$ cat config.mk
export PLATFORM = sky130hd
export DESIGN_NAME = alu_vector_recorder_flat
export DESIGN_NICKNAME = d
export VERILOG_FILES = /design/src/rtl/alu_vector_recorder_if.sv /design/src/rtl/alu_vector_recorder.sv /design/src/flat_wrapper.sv
export SDC_FILE = /design/constraint.sdc
export NUM_CORES = 2
export LEC_CHECK = 0
export CAP_MARGIN = 5
export CELL_PAD_IN_SITES_DETAIL_PLACEMENT = 0
export CELL_PAD_IN_SITES_GLOBAL_PLACEMENT = 1
export CORE_ASPECT_RATIO = 0.7
export CORE_MARGIN = 2
export CORE_UTILIZATION = 50
export DETAILED_ROUTE_END_ITERATION = 8
export PLACE_DENSITY = 0.68
export SLEW_MARGIN = 20
export SYNTH_ARGS = -nofsm -noshare
export SYNTH_HDL_FRONTEND = slang
export SYNTH_SLANG_ARGS = --single-unit
$ cat constraint.sdc
create_clock -name clk -period 10.69 [get_ports clk]
set_clock_uncertainty 0.05 [all_clocks]
set_input_delay 2.138 -clock clk [delete_from_list [all_inputs] [get_ports clk]]
set_output_delay 2.138 -clock clk [all_outputs]
set_load 0.02 [all_outputs]
$ cat src/rtl/alu_vector_recorder_if.sv
// Bus bundle for the ALU test-vector recorder: sweep control, ALU operand
// and result lines, record write strobe and memory read port.
interface alu_vector_recorder_if;
  logic        start;
  logic        abort;
  logic [3:0]  I0;
  logic [3:0]  I1;
  logic [1:0]  C;
  logic [3:0]  alu_out;
  logic        busy;
  logic        done;
  logic        wr_en;
  logic [7:0]  wr_addr;
  logic [13:0] wr_data;
  logic [7:0]  rd_addr;
  logic [13:0] rd_data;

  // Environment side: controller plus the ALU under test.
  modport master (
    output start, abort, alu_out, rd_addr,
    input  I0, I1, C, busy, done, wr_en, wr_addr, wr_data, rd_data
  );

  // Recorder side.
  modport slave (
    input  start, abort, alu_out, rd_addr,
    output I0, I1, C, busy, done, wr_en, wr_addr, wr_data, rd_data
  );
endinterface

$ cat src/rtl/alu_vector_recorder.sv
// ALU test-vector recorder: sweeps 256 operand combinations into an ALU,
// waits SETTLE_CYCLES, samples the result and stores 14-bit records
// {I0,I1,C,alu_out} into a 256x14 memory, mirroring each on a write strobe.
// Operand mapping: {I0[1:0],I1,C} = idx, I0[3:2] = 0.
module alu_vector_recorder #(
  parameter int unsigned SETTLE_CYCLES = 1
) (
  input logic                  clk,
  input logic                  rst_n,
  alu_vector_recorder_if.slave bus
);

  localparam logic [1:0] ST_IDLE    = 2'd0;
  localparam logic [1:0] ST_SETTLE  = 2'd1;
  localparam logic [1:0] ST_CAPTURE = 2'd2;
  localparam logic [1:0] ST_DONE    = 2'd3;

  localparam logic [3:0] SETTLE_RELOAD = 4'(SETTLE_CYCLES - 1);
  localparam logic [7:0] LAST_IDX      = 8'hFF;

  logic [1:0]  state_q, state_d;
  logic [7:0]  idx_q, idx_d;
  logic [3:0]  cnt_q, cnt_d;
  logic        busy_q, busy_d;
  logic        done_q, done_d;
  logic        wr_en_q, wr_en_d;
  logic [7:0]  wr_addr_q, wr_addr_d;
  logic [13:0] wr_data_q, wr_data_d;
  logic [13:0] rd_data_q;
  logic        mem_we_s;
  logic [3:0]  i0_s;
  logic [3:0]  i1_s;
  logic [1:0]  c_s;
  logic [13:0] mem_q [0:255];

  function automatic logic [13:0] pack_record(input logic [3:0] i0,
                                              input logic [3:0] i1,
                                              input logic [1:0] c,
                                              input logic [3:0] res);
    return {i0, i1, c, res};
  endfunction

  // Operands are a fixed slice of the registered sweep index.
  assign i0_s = {2'b00, idx_q[7:6]};
  assign i1_s = idx_q[5:2];
  assign c_s  = idx_q[1:0];

  assign bus.I0      = i0_s;
  assign bus.I1      = i1_s;
  assign bus.C       = c_s;
  assign bus.busy    = busy_q;
  assign bus.done    = done_q;
  // A CAPTURE cycle that sees abort is cancelled, so its strobe is masked.
  assign bus.wr_en   = wr_en_q & ~bus.abort;
  assign bus.wr_addr = wr_addr_q;
  assign bus.wr_data = wr_data_q;
  assign bus.rd_data = rd_data_q;

  // Next-state logic for the sweep FSM and the record staging registers.
  always_comb begin
    state_d   = state_q;
    idx_d     = idx_q;
    cnt_d     = cnt_q;
    busy_d    = busy_q;
    done_d    = done_q;
    wr_en_d   = 1'b0;
    wr_addr_d = wr_addr_q;
    wr_data_d = wr_data_q;
    mem_we_s  = 1'b0;
    case (state_q)
      ST_IDLE: begin
        if (bus.start) begin
          idx_d   = 8'd0;
          cnt_d   = SETTLE_RELOAD;
          busy_d  = 1'b1;
          done_d  = 1'b0;
          state_d = ST_SETTLE;
        end else begin
          state_d = ST_IDLE;
        end
      end
      ST_SETTLE: begin
        if (bus.abort) begin
          idx_d   = 8'd0;
          cnt_d   = 4'd0;
          busy_d  = 1'b0;
          done_d  = 1'b0;
          state_d = ST_IDLE;
        end else if (cnt_q == 4'd0) begin
          // Result has settled: latch the record shown during CAPTURE.
          wr_en_d   = 1'b1;
          wr_addr_d = idx_q;
          wr_data_d = pack_record(i0_s, i1_s, c_s, bus.alu_out);
          state_d   = ST_CAPTURE;
        end else begin
          cnt_d = cnt_q - 4'd1;
        end
      end
      ST_CAPTURE: begin
        if (bus.abort) begin
          idx_d   = 8'd0;
          cnt_d   = 4'd0;
          busy_d  = 1'b0;
          done_d  = 1'b0;
          state_d = ST_IDLE;
        end else begin
          mem_we_s = 1'b1;
          if (idx_q == LAST_IDX) begin
            busy_d  = 1'b0;
            done_d  = 1'b1;
            state_d = ST_DONE;
          end else begin
            idx_d   = idx_q + 8'd1;
            cnt_d   = SETTLE_RELOAD;
            state_d = ST_SETTLE;
          end
        end
      end
      ST_DONE: begin
        busy_d  = 1'b0;
        done_d  = 1'b1;
        state_d = ST_IDLE;
      end
      default: begin
        idx_d   = 8'd0;
        cnt_d   = 4'd0;
        busy_d  = 1'b0;
        done_d  = 1'b0;
        state_d = ST_IDLE;
      end
    endcase
  end

  // Sweep state and output registers with asynchronous reset.
  always_ff @(posedge clk or negedge rst_n) begin
    if (!rst_n) begin
      state_q   <= ST_IDLE;
      idx_q     <= 8'd0;
      cnt_q     <= 4'd0;
      busy_q    <= 1'b0;
      done_q    <= 1'b0;
      wr_en_q   <= 1'b0;
      wr_addr_q <= 8'd0;
      wr_data_q <= 14'd0;
    end else begin
      state_q   <= state_d;
      idx_q     <= idx_d;
      cnt_q     <= cnt_d;
      busy_q    <= busy_d;
      done_q    <= done_d;
      wr_en_q   <= wr_en_d;
      wr_addr_q <= wr_addr_d;
      wr_data_q <= wr_data_d;
    end
  end

  // Record memory commit at the end of an uncancelled CAPTURE cycle; never reset.
  always_ff @(posedge clk) begin
    if (mem_we_s) begin
      mem_q[wr_addr_q] <= wr_data_q;
    end
  end

  // Registered read port; a same-cycle write to the same entry returns old data.
  always_ff @(posedge clk or negedge rst_n) begin
    if (!rst_n) begin
      rd_data_q <= 14'd0;
    end else begin
      rd_data_q <= mem_q[bus.rd_addr];
    end
  end

endmodule

$ cat src/flat_wrapper.sv
// flat-port wrapper written by rule: the top's interface ports become plain ports
module alu_vector_recorder_flat 
#(
  parameter int unsigned SETTLE_CYCLES = 1
)
  (clk, rst_n, bus_start, bus_abort, bus_alu_out, bus_rd_addr, bus_I0, bus_I1, bus_C, bus_busy, bus_done, bus_wr_en, bus_wr_addr, bus_wr_data, bus_rd_data);
  alu_vector_recorder_if bus_i ();
  input logic clk;
  input logic rst_n;
  input wire logic [$bits(bus_i.start)-1:0] bus_start;
  input wire logic [$bits(bus_i.abort)-1:0] bus_abort;
  input wire logic [$bits(bus_i.alu_out)-1:0] bus_alu_out;
  input wire logic [$bits(bus_i.rd_addr)-1:0] bus_rd_addr;
  output wire logic [$bits(bus_i.I0)-1:0] bus_I0;
  output wire logic [$bits(bus_i.I1)-1:0] bus_I1;
  output wire logic [$bits(bus_i.C)-1:0] bus_C;
  output wire logic [$bits(bus_i.busy)-1:0] bus_busy;
  output wire logic [$bits(bus_i.done)-1:0] bus_done;
  output wire logic [$bits(bus_i.wr_en)-1:0] bus_wr_en;
  output wire logic [$bits(bus_i.wr_addr)-1:0] bus_wr_addr;
  output wire logic [$bits(bus_i.wr_data)-1:0] bus_wr_data;
  output wire logic [$bits(bus_i.rd_data)-1:0] bus_rd_data;
  assign bus_i.start = bus_start;
  assign bus_i.abort = bus_abort;
  assign bus_i.alu_out = bus_alu_out;
  assign bus_i.rd_addr = bus_rd_addr;
  assign bus_I0 = bus_i.I0;
  assign bus_I1 = bus_i.I1;
  assign bus_C = bus_i.C;
  assign bus_busy = bus_i.busy;
  assign bus_done = bus_i.done;
  assign bus_wr_en = bus_i.wr_en;
  assign bus_wr_addr = bus_i.wr_addr;
  assign bus_wr_data = bus_i.wr_data;
  assign bus_rd_data = bus_i.rd_data;
  alu_vector_recorder #(.SETTLE_CYCLES(SETTLE_CYCLES)) u_core (.clk(clk), .rst_n(rst_n), .bus(bus_i));
endmodule
# --- Yosys cells after proc, flatten, opt, wreduce, memory -nomap -nowiden ---
# Memory sizes are Yosys's and may differ from the RTL's. A register that Yosys moved wholly into a read port is not among the register bits.
# Cells that the tools add are included.
word_totals:
  reg_bits: 51
  ram_bits: 3072
  out_inout_bits: 49
  word_cells: 65
  memories: 1
memory_table:
  columns: ["memory", "depth", "word_bits", "read_ports", "rd_clocked_by_memory_dff", "wr", "line", "text"]
  rows:
  - ["u_core.mem_q", 256, 12, 1, 1, 1, "alu_vector_recorder.sv:34", "logic [13:0] mem_q [0:255];"]
classes:
  n_addsub: 2
  n_eq_ne: 10
  mux: 33
  n_bitwise: 2
  reduce_logical: 8
ops:
  columns: ["operator", "n"]
  rows:
  - ["$mux W8", 4]
  - ["$pmux W8 S3", 1]
  - ["$mux W4", 5]
  - ["$mux W1", 15]
  - ["$pmux W4 S3", 1]
  - ["$add A8 B1 Y8 const B", 1]
  - ["$eq A8 B8 Y1 const B", 1]
  - ["$mux W2", 4]
  - ["$pmux W1 S4", 2]
  - ["$pmux W2 S4", 1]
  - ["$reduce_and A4 Y1", 2]
  - ["$ne A3 B2 Y1 const B", 2]
  - ["$ne A3 B3 Y1 const B", 2]
  - ["$reduce_and A3 Y1", 2]
  - ["$eq A2 B2 Y1 const B", 2]
  - ["$logic_not A4 Y1", 1]
  - ["$ne A2 B2 Y1 const B", 2]
  - ["$sub A4 B1 Y4 const B", 1]
  - ["$reduce_bool A3 Y1", 1]
  - ["$eq A2 B1 Y1 const B", 1]
  - ["$logic_not A2 Y1", 1]
  - ["$and A1 B1 Y1", 1]
  - ["$logic_not A1 Y1", 1]
  - ["$not A1 Y1", 1]

# --- Logic depth before layout (Yosys ltp) ---
depth:
  depth_word: 4
  depth_mapped: 11
  ltp_nobuf: 8

# --- Least setup slack after synthesis ---
# Ideal clock, no wire load.
synth_path:
  path_kind: "reg2out"
  start: "register u_core.bus.wr_addr[0] (netlist name)"
  end: "output port bus_wr_data[4]"
  arrival_time_ns: 3.931
  setup_slack_ns: 4.571
  path_stages_with_launch: 2
  n_path_buf: 1
  path_cell_list: "dfrtp_1 -> buf_4"
synth_lines:
  columns: ["element", "line", "text"]
  rows:
  - ["end: declaration", "flat_wrapper.sv:21", "output wire logic [$bits(bus_i.wr_data)-1:0] bus_wr_data;"]

==> out/qor.csv <==
stage;metric;value;unit
synth;Synth warnings;0;
route;TritonRoute pass-1 iters;5;
power;Cell Pwr Density;192;nW/um^2
finish;final core utilization;56.4;%
clock_network;CTS tree;done;
sta;final hold vios;0;
route;WL/cell;34.8;um
route;Total Wirelength;324000;um
setup_path;Startpoint Class;primary input;
sta;Final min period;6040;ps
hold_path;Hold Path Class;flop to flop;
synth;ys async rst share;1.32;%
sta;f_max;166;MHz
run;Max-Cap Viols;0;
die;Core Area;238000;sq um
route;top layer in use;met5;
grt;largest net degree at the start of global routing;171;
synth;register area share after synthesis;78.0;%
sta;Final period util;56.5;%
grt;initial antenna violation count;15;
clock_network;Clock Latency Late Sink;850;ps
placement;Final Wtd Congestion;0.864;
setup_path;CP required;11330;ps
synth;Post-synth EDFFs;3072;
clock_network;total CTS buffers;290;
clock_network;total clock sinks;3113;
finish;fraction of layout cells with a size suffix above 1;25.0;%
route;Detail Route Antenna Nets;0;
placement;post-DP HPWL;195000;um
clock_network;# resized after CTS;0;
grt;grt ovf;0;
placement;Post-DP Area;125000;sq um
synth;area share of the largest cell type after synthesis;77.1;%
synth;Synth Register Bits;3113;
sta;Final setup viols;0;
sta;final worst slack;4650;ps
status;status;complete, no violations;
die;Die Wd;589;um
setup_path;Setup CP Type;primary input to flop;
clock_network;Root Buffer;clkbuf_16;
power;peak supply drop;163;uV
setup_path;crit end category;flop;
sta;Slew Limit Fails;0;
die;Rows;150;
sta;worst-margin pin slew;1240;ps
die;die area;243000;sq um
grt;vias in the first global route;57600;
placement;# port buffers;58;
clock_network;CTS Buffer Depth;4;
grt;Tot GR Track Use;26.5;%
synth;largest cells by area after synthesis;edfxtp_1, mux4_2, mux2i_1;
route;via count;60100;
synth;synthesized area per cell;21.4;sq um
power;Design Power;25.8;mW
route;WL met2;140000;um
clock_network;total setup buffers inserted after CTS;0;
synth;Cells after Synth;5592;
die;Initial Util;50.2;%
finish;most common cell after layout, fill and taps aside;edfxtp_1;
synth;Main synth FF type;edfxtp_1;
grt;first-pass GRT wire length;451000;um
die;Ports;65;
clock_network;Max H-tree Level;5;
synth;cell taking the most area after synthesis;edfxtp_1;
route;DR DRC count;0;
setup_path;crit path DAT;6680;ps
finish;Area growth, synth to finish;12.3;%
placement;Placement Setup Slack;4020;ps
die;DIE HEIGHT;413;um
sta;Slew headroom;17.4;%
setup_path;critical path fanouts, max;114;
power;leakage power;43.7;nW
sta;setup TNS;0;ps
synth;Mapped Area;120000;sq um
clock_network;Worst-path clk slew;60;ps
route;DR WL met3;37300;um
route;initial drt markers;9026;
route;DRT met1 WL;140000;um
route;vias per std cell;6.45;
synth;Netlist cell types;62;
finish;most frequent cells in the layout;edfxtp_1, mux4_2, clkbuf_16;
finish;Fillers;17500;
finish;post-route design area;134000;sq um
sta;RSZ-0062 raised after global routing;false;
finish;net count reported at finish;5928;
clock_network;CTS Hold Bufs;0;
-- critical path, cell delays in order --
cell and delay [ps]:
buf_8 490, buf_4 690, buf_12 540, mux4_2 410, a22oi_1 300, a21boi_0 430
nor4_1 940, buf_4 280, nor4_1 50
-- metal layers --
metal,GRT usage [%],vias up
li1,-,24100
met1,41.6,32400
met2,37.4,3199
met3,6.96,380
met4,5.90,2
met5,0,-
-- area by class of cell --
cell class                      instances  area, sq um  area share [%]
Timing Repair Buffer                  377         3250            2.42
Sequential cell                      3113        93300            69.4
Antenna cell                            2         5.00         0.00372
Clock inverter                        136         1170           0.868
Inverter                                5         18.8          0.0140
Clock buffer                          373         7890            5.87
Multi-Input combinational cell       2123        24700            18.4
Tap cell                             3192         3990            2.97
-- metrics by stage --
step | hold WS (ps) | std cells
2_1_floorplan | 421 | 5597
3_3_place_gp | 438 | 8804
3_5_place_dp | 449 | 8809
4_1_cts | 460 | 9318
5_1_grt | 501 | 9319
6_report | 458 | 9321
-- sequential cells by signal, summed over array words and instances, names as in the netlist --
| register | cells |
|---|---|
| u_core.mem_q | 3072 |
| u_core.bus.rd_data | 12 |
| u_core.cnt_q | 4 |
| u_core.idx_q | 8 |
| u_core.bus.busy | 1 |
| u_core.wr_en_q | 1 |
| u_core.bus.done | 1 |
| u_core.bus.wr_addr | 8 |
| u_core.bus.wr_data | 4 |
| u_core.state_q | 2 |
-- cell usage after synthesis, types with 4 or more instances --
cell	number
edfxtp_1	3072
mux4_2	664
nor2_1	285
a22oi_1	246
mux2i_1	218
clkbuf_1	194
a21oi_1	161
nand2_1	106
o221ai_1	69
buf_4	55
dfrtp_1	41
nor4_1	41
buf_2	40
o22ai_1	40
nand3_1	38
o21ai_0	34
buf_6	29
nor3_1	24
nor2b_1	23
buf_1	20
or2_2	17
a211oi_1	15
a221oi_1	15
a21boi_0	13
nand2b_1	12
buf_8	11
o211ai_1	11
a311oi_1	10
o22a_1	10
buf_12	7
and2_1	6
a31oi_1	5
inv_1	5
a22o_1	4
and3_1	4
o31ai_1	4
o32ai_1	4
-- power by group --
group	switching, mW	leakage (nW)	internal (mW)	total (mW)
combinational	1.25	8.95	0.380	1.63
clock	4.41	4.43	5.70	10.1
sequential	0.116	30.3	13.9	14.0
total	5.78	43.7	20.0	25.8
-- kinds of logic after synthesis --
logic type / Yosys count / share of synthesized area (%)
other: 1 / 0.00313
xor gates and xnor gates: 2 / 0.0146
DFF: 3113 / 78.0
muxes: 884 / 14.3
adders and majority gates: 2 / 0.0209
buffers and inverters: 361 / 1.73
and+or+nand+nor: 578 / 2.18
AOI/OAI and AO/OA: 651 / 3.76
-- worst paths after layout --
path | start | to | slack, ps | depth (start not counted)
worst max register to register | u_core.bus.wr_addr[2] | u_core.mem_q[247][11] | 5520 | 6
min in group asynchronous | rst_n | u_core.state_q[1] | 1390 | 2
worst min register to register | u_core.bus.busy | u_core.bus.busy | 460 | 2
worst max-delay path | bus_rd_addr[1] | u_core.bus.rd_data[9] | 4650 | 9
max in group asynchronous | rst_n | u_core.bus.wr_data[0] | 8570 | 2
worst min-delay path | u_core.bus.busy | u_core.bus.busy | 460 | 2
No activity file was read; power rests on OpenSTA's default activity.
